## src/rtl/mem_arbiter.sv

```systemverilog
// Four-way shared-RAM arbiter: data class outranks instruction class, round-robin per core,
// grant held until the RAM reports ACCESS or the owner withdraws its request.
module mem_arbiter #(
  parameter int unsigned WORD_W = 32,
  parameter int unsigned ADDR_W = 32
) (
  input  logic                CLK,
  input  logic                nRST,
  input  logic [1:0]          iREN,
  input  logic [1:0]          dREN,
  input  logic [1:0]          dWEN,
  input  logic [2*ADDR_W-1:0] iaddr,
  input  logic [2*ADDR_W-1:0] daddr,
  input  logic [2*WORD_W-1:0] dstore,
  input  logic                hold,
  input  logic [1:0]          ramstate,
  input  logic [WORD_W-1:0]   ramload,
  output logic [1:0]          iwait,
  output logic [1:0]          dwait,
  output logic [2*WORD_W-1:0] iload,
  output logic [2*WORD_W-1:0] dload,
  output logic                ramREN,
  output logic                ramWEN,
  output logic [ADDR_W-1:0]   ramaddr,
  output logic [WORD_W-1:0]   ramstore
);

  typedef enum logic {
    IDLE,
    XFER
  } state_e;

  typedef enum logic [1:0] {
    RAM_FREE   = 2'd0,
    RAM_BUSY   = 2'd1,
    RAM_ACCESS = 2'd2,
    RAM_ERROR  = 2'd3
  } ramstate_e;

  state_e     state_q, state_d;
  logic [1:0] owner_q, owner_d;
  logic       rr_q, rr_d;

  logic [1:0] dreq;
  logic       any_req;
  logic [1:0] win;
  logic       own_data;
  logic       own_core;
  logic       own_req;
  logic       access;

  assign dreq     = dREN | dWEN;
  assign any_req  = (|dreq) | (|iREN);
  assign own_data = owner_q[1];
  assign own_core = owner_q[0];
  assign own_req  = own_data ? dreq[own_core] : iREN[own_core];
  assign access   = (state_q == XFER) && (ramstate == RAM_ACCESS);

  // Fixed order: data[rr], data[!rr], instr[rr], instr[!rr].
  always_comb begin
    win = {1'b0, ~rr_q};
    if (dreq[rr_q]) begin
      win = {1'b1, rr_q};
    end else if (dreq[~rr_q]) begin
      win = {1'b1, ~rr_q};
    end else if (iREN[rr_q]) begin
      win = {1'b0, rr_q};
    end
  end

  always_ff @(posedge CLK or negedge nRST) begin
    if (!nRST) begin
      state_q <= IDLE;
      owner_q <= '0;
      rr_q    <= 1'b0;
    end else begin
      state_q <= state_d;
      owner_q <= owner_d;
      rr_q    <= rr_d;
    end
  end

  always_comb begin
    state_d = state_q;
    owner_d = owner_q;
    rr_d    = rr_q;
    unique case (state_q)
      IDLE: begin
        if (!hold && any_req) begin
          state_d = XFER;
          owner_d = win;
        end
      end
      XFER: begin
        // A completed access takes precedence over a same-cycle retraction.
        if (ramstate == RAM_ACCESS) begin
          state_d = IDLE;
          rr_d    = ~own_core;
        end else if (!own_req) begin
          state_d = IDLE;
        end
      end
      default: state_d = IDLE;
    endcase
  end

  always_comb begin
    iwait    = '1;
    dwait    = '1;
    iload    = '0;
    dload    = '0;
    ramREN   = 1'b0;
    ramWEN   = 1'b0;
    ramaddr  = '0;
    ramstore = '0;

    if (state_q == XFER) begin
      if (own_data) begin
        ramWEN   = dWEN[own_core];
        ramREN   = dREN[own_core] & ~dWEN[own_core];
        ramaddr  = own_core ? daddr[2*ADDR_W-1:ADDR_W] : daddr[ADDR_W-1:0];
        ramstore = own_core ? dstore[2*WORD_W-1:WORD_W] : dstore[WORD_W-1:0];
      end else begin
        ramREN   = 1'b1;
        ramaddr  = own_core ? iaddr[2*ADDR_W-1:ADDR_W] : iaddr[ADDR_W-1:0];
      end
    end

    if (access) begin
      if (own_data) begin
        dwait[own_core] = 1'b0;
        if (own_core) dload[2*WORD_W-1:WORD_W] = ramload;
        else          dload[WORD_W-1:0]        = ramload;
      end else begin
        iwait[own_core] = 1'b0;
        if (own_core) iload[2*WORD_W-1:WORD_W] = ramload;
        else          iload[WORD_W-1:0]        = ramload;
      end
    end
  end

endmodule
```

## config.mk

```make
export PLATFORM = sky130hd
export DESIGN_NAME = mem_arbiter
export DESIGN_NICKNAME = d
export VERILOG_FILES = /design/src/rtl/mem_arbiter.sv
export SDC_FILE = /design/constraint.sdc
export NUM_CORES = 1
export LEC_CHECK = 0
export ABC_AREA = 0
export CORE_AREA = 2 2 166 168
export DETAILED_ROUTE_END_ITERATION = 8
export DIE_AREA = 0 0 168 170
export MAX_ROUTING_LAYER = met4
export SYNTH_ARGS = -nofsm -noshare
export SYNTH_HDL_FRONTEND = slang
export SYNTH_SLANG_ARGS = --single-unit
```

## constraint.sdc

```tcl
create_clock -name CLK -period 3.3 [get_ports CLK]
set_input_delay 0.33 -clock CLK [delete_from_list [all_inputs] [get_ports CLK]]
set_output_delay 0.33 -clock CLK [all_outputs]
set_load 0.01 [all_outputs]
```

# == Yosys cells after proc, flatten, opt, wreduce, memory -nomap -nowiden ==
# Index checks and enable logic that the tools add are counted.
# totals
inputBits,235
reg_bits,4
elab_cells,69
# op_classes
n_bitwise,8
muxes,45
n_lt_le_gt_ge,4
eq_ne,1
reduce_logical,8
# ops
operator,count
$mux W32,9
$mux W64,4
$mux W1,24
$mux W2,6
$lt A1 B2 Y1 const B,3
$not A1 Y1,4
$reduce_and A2 Y1,2
$reduce_or A2 Y1,2
$logic_and A1 B1 Y1,3
$eq A2 B2 Y1 const B,1
$not A2 Y2,1
$or A2 B2 Y2,1
$pmux W1 S2,1
$and A1 B1 Y1,1
$demux W1 S1,1
$ge A1 B1 Y1 const B,1
$logic_not A1 Y1,1
$or A1 B1 Y1,1

# == Longest topological paths before layout ==
# Gate-level depths: netlist (run 1).
# depth
word_depth,7
depth_mapped,5
mapped_depth_nobuf,3

# == Worst setup path after synthesis (run 1) ==
# Ideal clock, no wire load.
# synth_timing
path_kind,flip-flop to output port
from,register owner_q[0]
to,output ramaddr[0]
path_slack_ns,1.669
stages_incl_launch_ff,5
t_arrival_ns,1.301
path_buffers,2
t_required_ns,2.970
cell_sequence,dfrtp_1 buf_6 buf_6 mux4_2 and2_1
# synth_between
elab_chain_len,3
# synth_rtl
element,line_no,text
start: declaration,41,"logic [1:0] owner_q, owner_d;"
start signal: assignment,78,owner_q <= owner_d;
"$mux W32, on equally long branches","125, 121",
$mux W32 (*),118,if (own_data) begin
$mux W32 (*),117,if (state_q == XFER) begin
end: declaration,24,"output logic [ADDR_W-1:0] ramaddr,"
# Every way passes the cells marked *; elsewhere a longest branch is shown, timed or not.

# == Worst setup path in the final report (run 1) ==
# layout_timing
from,register owner_q[0]
to,output ramaddr[4]
# Same word-level chain as after synthesis.

==> impl_metrics.yaml, run 1 <==
power_and_ir_drop:
  power.share.combinational_pct: 87.5
  power_leakage_nw: 2.95
  powerDensity_nw_per_um2: 439
  irDropWorstVdd_uv: 218
  p_sw_mw: 1.36
  swShare_pct: 41.5
  p_clk_share_pct: 5.8
  seq_power_share_pct: 6.6
  p_int_mw: 1.91
yosys:
  synth_cell_type_count: 28
  synth-main-ff-cell: "dfrtp_1"
  synthCells: 336
  netlist_area_um2: 2730
  synthesis.nets: 571
  synthTopCellsByArea: "mux4_2 27%, and2_1 22%, and3_1 15%, mux2i_1 12%, nor2_1 5.2%"
  synth_top_cell_by_area: "mux4_2"
  synth-seq-cells: 4
  synth_top_area_share_pct: 27.2
  synth_edf_count: 0
  ys_async_sr_fraction_pct: 100
  synth_area_per_cell_um2: 8.12
  seq_area_frac_synth_pct: 3.67
  yosysWarnings: 0
cts:
  cts_tree: "yes"
  hold_buffers: 0
  post_cts_resized: 0
  h-tree-depth: 1
  clkTransAtPathRegs_ns: 0.03
  cts.sinks: 4
  clockRootBuffer: "clkbuf_16"
  cts_buffers: 3
  clock_path_buffers: 2
  insertion_delay_ns: 0.23
  cts_setup_buffers: 0
worst_setup_path:
  path_max_fanout: 23
  path_cells: "buf_4 -> mux4_2 -> and2_1 -> clkdlybuf4s50_1"
  cp_num_buf_inv: 2
  end_kind: "primary output"
  cp_top_family: "buffers and inverters"
  start_kind: "flop"
  cp_slowest_cell: "dfrtp_4"
  critical_path_class: "flop to primary output"
  cp.arrival_ns: 2.46
  slowest_delay_ns: 0.67
  worstPathRequired_ns: 2.97
grt:
  grt_max_degree: 65
  grt_first_pass_wirelength_um: 25300
  grt-ovfl-total: 0
  grt_pass1_vias: 4427
  antenna_found_initial: 1
  track_usage_pct: 11.8
timing:
  final_hold_viol_count: 0
  layout_min_cycle_time_ns: 2.79
  worst_slack_ns: 0.508
  max_freq_ghz: 0.358
  setup_violations: 0
  rsz0062_at_grt: "false"
  fin_crit_sh_pct: 84.6
  tightest_slew_ns: 0.572
  finClkSkew_ns: 0.00132
  finalMaxSlewViolations: 0
  relSlewSlack_pct: 61.9
  fin_setup_tns_ns: 0
cells_and_area:
  stdcell_count: 1086
  multi_input_area_um2: 2390
  fillers: 2835
  nNetsFinal: 981
  area_growth_pct: 173
  final_common_cell: "clkdlybuf4s50_1"
  drive_above_1_share_pct: 7.66
  stdcell_area_um2: 7450
  mostFrequentLayoutCells: "432 x clkdlybuf4s50_1, 98 x and2_1, 64 x and3_1, 36 x nor2_1"
  seqCellArea_um2: 105
route:
  num_vias: 4250
  wl_per_cell_um: 16.1
  drt_iter0_drc: 132
  wirelength_um: 17500
  remaining_drc_errors: 0
  drtPass1Iterations: 4
  drt-vias-per-instance: 3.91
  drtAntennaViolNets: 0
floorplan:
  die_area_um2: 28600
  rows: 60
  start_util_pct: 10.2
  num_io_pins: 433
  die_height_um: 170
  core-area_um2: 26700
  die_w_um: 168
worst_hold_path:
  holdCritPathClass: "input pin to asynchronous set/reset pin"
placed_design:
  place_hpwl_um: 14700
  port_buffers: 432
  dp_slack_ns: 0.683
  gp_congestion: 0.801
  placed_area_um2: 7370
  placed_cells: 1082
job:
  drv_cap: 0
status:
  status: "completed"
cells by family (layout without fill, tap and decap cells):
kind of cell	Yosys count	count (layout)	synth area share (%)
and+or+nand+nor	212	212	45.2
muxes	67	67	39.8
buffers and inverters	45	453	8.94
AOI/OAI and AO/OA	8	8	2.39
DFF	4	4	3.67
other	0	1	0
power by group through the flow:
stage                     logic (mW)  registers, mW  clock network, mW
after CTS                       2.91          0.234              0.194
after detailed placement        2.90          0.235                  0
final                           2.86          0.217              0.191
after global placement          2.89          0.232                  0
after floorplan                 1.62         0.0865                  0
after global routing            3.08          0.248              0.198
worst register-to-register path: stages, from the launching register on:
cell	delay (ns)
dfrtp_1	0.58
buf_4	0.33
a211oi_1	0.33
mux2_2	0.38
sequential cells by signal, indices dropped and copies added (netlist names):
signal and flops:
state_q 1, owner_q 2, rr_q 1
metal layers:
metal  global-route usage [%]  wire [um]
met5                        -          0
met4                     3.55        446
met3                     2.35       1240
met2                     21.5       9030
met1                     13.0       6790
worst paths after layout:
path	startpoint	end	slack (ns)	cells past startpoint
setup / recovery	owner_q[0]$_DFFE_PN0P_	ramaddr[4]	0.51	4
hold / removal	nRST	state_q$_DFF_PN0_	0.31	1
setup reg to reg	state_q$_DFF_PN0_	owner_q[0]$_DFFE_PN0P_	1.55	3
hold reg to reg	rr_q$_DFFE_PN0P_	rr_q$_DFFE_PN0P_	0.58	1
max in group asynchronous	nRST	owner_q[0]$_DFFE_PN0P_	2.79	1
min in group CLK	rr_q$_DFFE_PN0P_	rr_q$_DFFE_PN0P_	0.58	1
through the flow:
stage | total power, mW | util (%) | hold slack (ns)
final | 3.27 | 27.9 | 0.314
after CTS | 3.34 | 27.9 | 0.319
after floorplan | 1.70 | - | 0.0344
after global placement | 3.12 | 27.7 | 0.545
after global routing | 3.52 | 27.9 | 0.329
after detailed placement | 3.13 | 27.7 | 0.558
layout make-up:
cell class	count	share of cell area, %
Sequential cell	4	1.41
Antenna cell	1	0.0336
Tap cell	341	5.73
Timing Repair Buffer	444	59.4
Inverter	6	0.302
Clock buffer	3	1.01
Multi-Input combinational cell	287	32.1
synth_stat cells (2+ instances only):
cell      number
and2_1        98
and3_1        64
nor2_1        38
mux2i_1       33
mux4_2        33
buf_2         15
clkbuf_1      14
buf_4          5
buf_6          5
dfrtp_1        4
inv_1          3
inv_2          3
a21o_1         2
nand2_1        2
nand2b_1       2
nor2b_1        2
or2_0          2
Note: power is estimated with default switching activity, not from simulation.
==> run 2: changes to the inputs <==
- CORE_AREA: 2 2 166 168 -> 2 2 168 170
- DIE_AREA: 0 0 168 170 -> 0 0 170 172
- clock period: 3.3 -> 2.8 ns (I/O delays scaled with it)
==> impl_metrics.yaml, run 2 (synthesized netlist as in run 1, its figures left out) <==
status:
  status: "completed"
route:
  remaining_drc_errors: 0
  drtPass1Iterations: 4
  drtAntennaViolNets: 0
  wirelength_um: 18100
  drt-vias-per-instance: 3.87
  num_vias: 4236
  wl_per_cell_um: 16.5
  drt_iter0_drc: 143
worst_setup_path:
  slowest_delay_ns: 0.66
  cp.arrival_ns: 2.35
  critical_path_class: "flop to primary output"
  crit_path_end: "ramaddr[7]"
  reg2reg_setup_slack_ns: 0.97
  path_max_fanout: 18
  end_kind: "primary output"
  startpoint: "owner_q[0]$_DFFE_PN0P_"
  worstPathRequired_ns: 2.52
  worstReg2RegStart: "owner_q[0]$_DFFE_PN0P_"
  rr_worst_depth: 3
  start_kind: "flop"
  path_cells: "buf_4 -> mux4_2 -> and2_1 -> clkdlybuf4s50_1"
  worstReg2RegEnd: "state_q$_DFF_PN0_"
  cp_slowest_cell: "dfrtp_4"
timing:
  rsz0062_at_grt: "false"
  worst_slack_ns: 0.168
  finClkSkew_ns: 0.00184
  whs_ns: 0.271
  layout_min_cycle_time_ns: 2.63
  setup_violations: 0
  final_hold_viol_count: 0
  tightest_slew_ns: 0.441
  relSlewSlack_pct: 70.4
  finalMaxSlewViolations: 0
  max_freq_ghz: 0.380
  fin_setup_tns_ns: 0
  fin_crit_sh_pct: 94.0
cells_and_area:
  regMostFlops: "owner_q"
  area_growth_pct: 176
  stdcell_area_um2: 7540
  reg.largest.list: "owner_q x2, rr_q x1, state_q x1"
  final_common_cell: "clkdlybuf4s50_1"
  nNetsFinal: 986
  diodes: 0
  drive_above_1_share_pct: 8.28
  largest_reg_flops: 2
  mostFrequentLayoutCells: "432 x clkdlybuf4s50_1, 98 x and2_1, 64 x and3_1, 36 x nor2_1"
  stdcell_count: 1095
placed_design:
  place_hpwl_um: 15300
  port_buffers: 432
  placed_area_um2: 7460
  placed_cells: 1092
  gp_congestion: 0.832
  dp_slack_ns: 0.363
cts:
  cts.sinks: 4
  hold_buffers: 0
  post_cts_resized: 0
  clock_path_buffers: 2
  cts_tree: "yes"
  cts_setup_buffers: 0
  clockRootBuffer: "clkbuf_16"
  cts_buffers: 3
  insertion_delay_ns: 0.22
  clkTransAtPathRegs_ns: 0.03
  h-tree-depth: 1
floorplan:
  start_util_pct: 9.93
  die_height_um: 172
  core-area_um2: 27500
  die_w_um: 170
  die_area_um2: 29200
  rows: 61
  num_io_pins: 433
grt:
  grt_pass1_vias: 4421
  track_usage_pct: 11.5
  grt_first_pass_wirelength_um: 24900
  grt_max_degree: 66
  grt-ovfl-total: 0
  antenna_found_initial: 0
power_and_ir_drop:
  p_sw_mw: 1.63
  powerDensity_nw_per_um2: 528
  seq_power_share_pct: 5.1
  power.share.combinational_pct: 89.3
  irDropWorstVdd_uv: 224
  p_clk_share_pct: 5.5
  p_int_mw: 2.35
  power_leakage_nw: 2.98
  swShare_pct: 41.1
worst_hold_path:
  holdCritPathClass: "input pin to asynchronous set/reset pin"
job:
  drv_cap: 0
==> run 2: worst max-delay path: cells and delay by family, from the launching register on <==
kind	cells	cell delay (ns)
buffers and inverters	2	0.78
flip-flops	1	0.66
multiplexers	1	0.51
AND/OR/NAND/NOR	1	0.17
==> run 2: through the flow <==
step	total power [mW]	util, %
floorplan	2.01	-
global placement	3.82	27.2
detailed placement	3.82	27.2
CTS	4.06	27.4
global route	4.25	27.4
finish	3.98	27.4
==> run 2: final cells by class <==
cell class	count	area, um2
clock buffer	3	75.1
fill	2945	19900
inverter	6	22.5
multi-input combinational	287	2390
sequential	4	105
tap	346	433
timing repair buffer	449	4510
==> run 2: power by group through the flow <==
stage	Clock, mW	Sequential, mW	Combinational (mW)
6_report	0.220	0.204	3.56
4_1_cts	0.222	0.211	3.62
3_3_place_gp	0	0.211	3.61
2_1_floorplan	0	0.102	1.91
3_5_place_dp	0	0.212	3.61
5_1_grt	0.227	0.220	3.80
==> run 2: worst min path at each step <==
stage | depth (start not counted) | endpoint | slack [ns]
after floorplan | 0 | owner_q[0]$_DFFE_PN0P_ | -0.02
after global placement | 1 | rr_q$_DFFE_PN0P_ | 0.51
after detailed placement | 1 | rr_q$_DFFE_PN0P_ | 0.52
after CTS | 1 | rr_q$_DFFE_PN0P_ | 0.28
after global routing | 1 | rr_q$_DFFE_PN0P_ | 0.28
final | 1 | rr_q$_DFFE_PN0P_ | 0.27
==> run 2: per-layer routing <==
layer	routed length, um	up-vias	GRT usage [%]
li1	-	2021	-
met1	6940	1970	12.4
met2	9590	231	21.8
met3	1250	14	2.04
met4	308	0	2.82
met5	0	-	-
==> run 3: changes to the inputs <==
- SETUP_SLACK_MARGIN: default -> 0.1
==> impl_metrics.yaml, run 3 (synthesized netlist as in run 1, its figures left out) <==
status:
  status: "completed"
grt:
  track_usage_pct: 11.5
  grt_pass1_vias: 4421
  grt_max_degree: 66
  grt_first_pass_wirelength_um: 24900
  antenna_found_initial: 0
  grt-ovfl-total: 0
cells_and_area:
  stdcell_area_um2: 7570
  diodes: 0
  final_common_cell: "clkdlybuf4s50_1"
  area_growth_pct: 177
  drive_above_1_share_pct: 8.52
  stdcell_count: 1097
  reg.largest.list: "owner_q x2, rr_q x1, state_q x1"
  finish.utilization_pct: 27.5
  largest_reg_flops: 2
  regMostFlops: "owner_q"
  nNetsFinal: 988
  mostFrequentLayoutCells: "432 x clkdlybuf4s50_1, 98 x and2_1, 64 x and3_1, 36 x nor2_1"
timing:
  max_freq_ghz: 0.406
  fin_crit_sh_pct: 87.9
  tightest_slew_ns: 0.441
  finClkSkew_ns: 0.00170
  final_hold_viol_count: 0
  relSlewSlack_pct: 70.4
  setup_violations: 0
  layout_min_cycle_time_ns: 2.46
  fin_setup_tns_ns: 0
  rsz0062_at_grt: "false"
  finalMaxSlewViolations: 0
  whs_ns: 0.272
cts:
  h-tree-depth: 1
  clockRootBuffer: "clkbuf_16"
  insertion_delay_ns: 0.22
  hold_buffers: 0
  cts_tree: "yes"
  clkTransAtPathRegs_ns: 0.03
  cts.sinks: 4
  cts_buffers: 3
  clock_path_buffers: 2
worst_setup_path:
  end_kind: "primary output"
  start_kind: "flop"
  path_max_fanout: 65
  critical_path_class: "flop to primary output"
  worstPathRequired_ns: 2.52
  reg2reg_setup_slack_ns: 1.05
  worstReg2RegStart: "owner_q[0]$_DFFE_PN0P_"
  cp.arrival_ns: 2.18
  rr_worst_depth: 4
  worstReg2RegEnd: "state_q$_DFF_PN0_"
placed_design:
  placed_area_um2: 7460
  gp_congestion: 0.832
  placed_cells: 1092
  port_buffers: 432
  place_hpwl_um: 15300
floorplan:
  die_height_um: 172
  rows: 61
  num_io_pins: 433
  core-area_um2: 27500
  die_area_um2: 29200
  die_w_um: 170
  start_util_pct: 9.93
route:
  drtAntennaViolNets: 0
  wirelength_um: 18000
  wl_per_cell_um: 16.4
  num_vias: 4234
  remaining_drc_errors: 0
  drt_iter0_drc: 151
  drt-vias-per-instance: 3.86
  drtPass1Iterations: 4
job:
  drv_cap: 0
power_and_ir_drop:
  irDropWorstVdd_uv: 225
  power_leakage_nw: 3.00
  powerDensity_nw_per_um2: 531
worst_hold_path:
  holdCritPathClass: "input pin to asynchronous set/reset pin"
==> run 3: area by class of cell <==
cell class                      count  area, um2
Multi-Input combinational cell    287       2390
Clock buffer                        3       75.1
Fill cell                        2942      19900
Sequential cell                     4        105
Tap cell                          346        433
Timing Repair Buffer              451       4540
Inverter                            6       22.5
==> run 3: report_power, final <==
part / leakage, nW / switching (mW) / total, mW / internal (mW)
Clock: 0.0370 / 0.0378 / 0.220 / 0.182
Sequential: 0.0454 / 0.0610 / 0.154 / 0.0934
Combinational: 2.92 / 1.53 / 3.64 / 2.11
Total: 3.00 / 1.63 / 4.02 / 2.39
==> run 3: what timing repair did <==
| item | CTS | global route |
|---|---|---|
| endpoints found under the setup margin | 0 | 4 |
| setup buffers | 0 | 2 |
| gates resized for setup | 0 | 0 |
==> run 3: metal layers <==
layer | track usage (%) | vias to the layer above | wire length [um]
met3 | 2.04 | 14 | 1240
met4 | 2.82 | 0 | 308
met2 | 21.8 | 226 | 9530
met5 | - | - | 0
met1 | 12.4 | 1970 | 6960
li1 | - | 2024 | -
==> run 3: how the worst max path moves through the flow <==
stage	startpoint	to	slack, ns	depth (start not counted)
after floorplan	owner_q[0]$_DFFE_PN0P_	ramaddr[0]	1.22	4
after global placement	owner_q[0]$_DFFE_PN0P_	ramaddr[0]	0.39	4
after detailed placement	owner_q[0]$_DFFE_PN0P_	ramaddr[7]	0.36	4
after CTS	owner_q[0]$_DFFE_PN0P_	ramaddr[7]	0.13	4
after global routing	owner_q[0]$_DFFE_PN0P_	dload[15]	0.24	4
final	owner_q[0]$_DFFE_PN0P_	dload[15]	0.34	4
==> run 3: stage by stage <==
step                      setup slack (ns)  power [mW]
after floorplan                       1.22        2.01
after global placement               0.387        3.82
after detailed placement             0.363        3.82
after CTS                            0.126        4.06
after global routing                 0.236        4.29
final                                0.339        4.02
==> run 3: worst max-delay path, stage by stage, from the launching register on <==
cell and delay (ns):
dfrtp_4 0.54, and4bb_2 0.38, buf_12 0.24, and3_1 0.19, clkdlybuf4s50_1 0.57
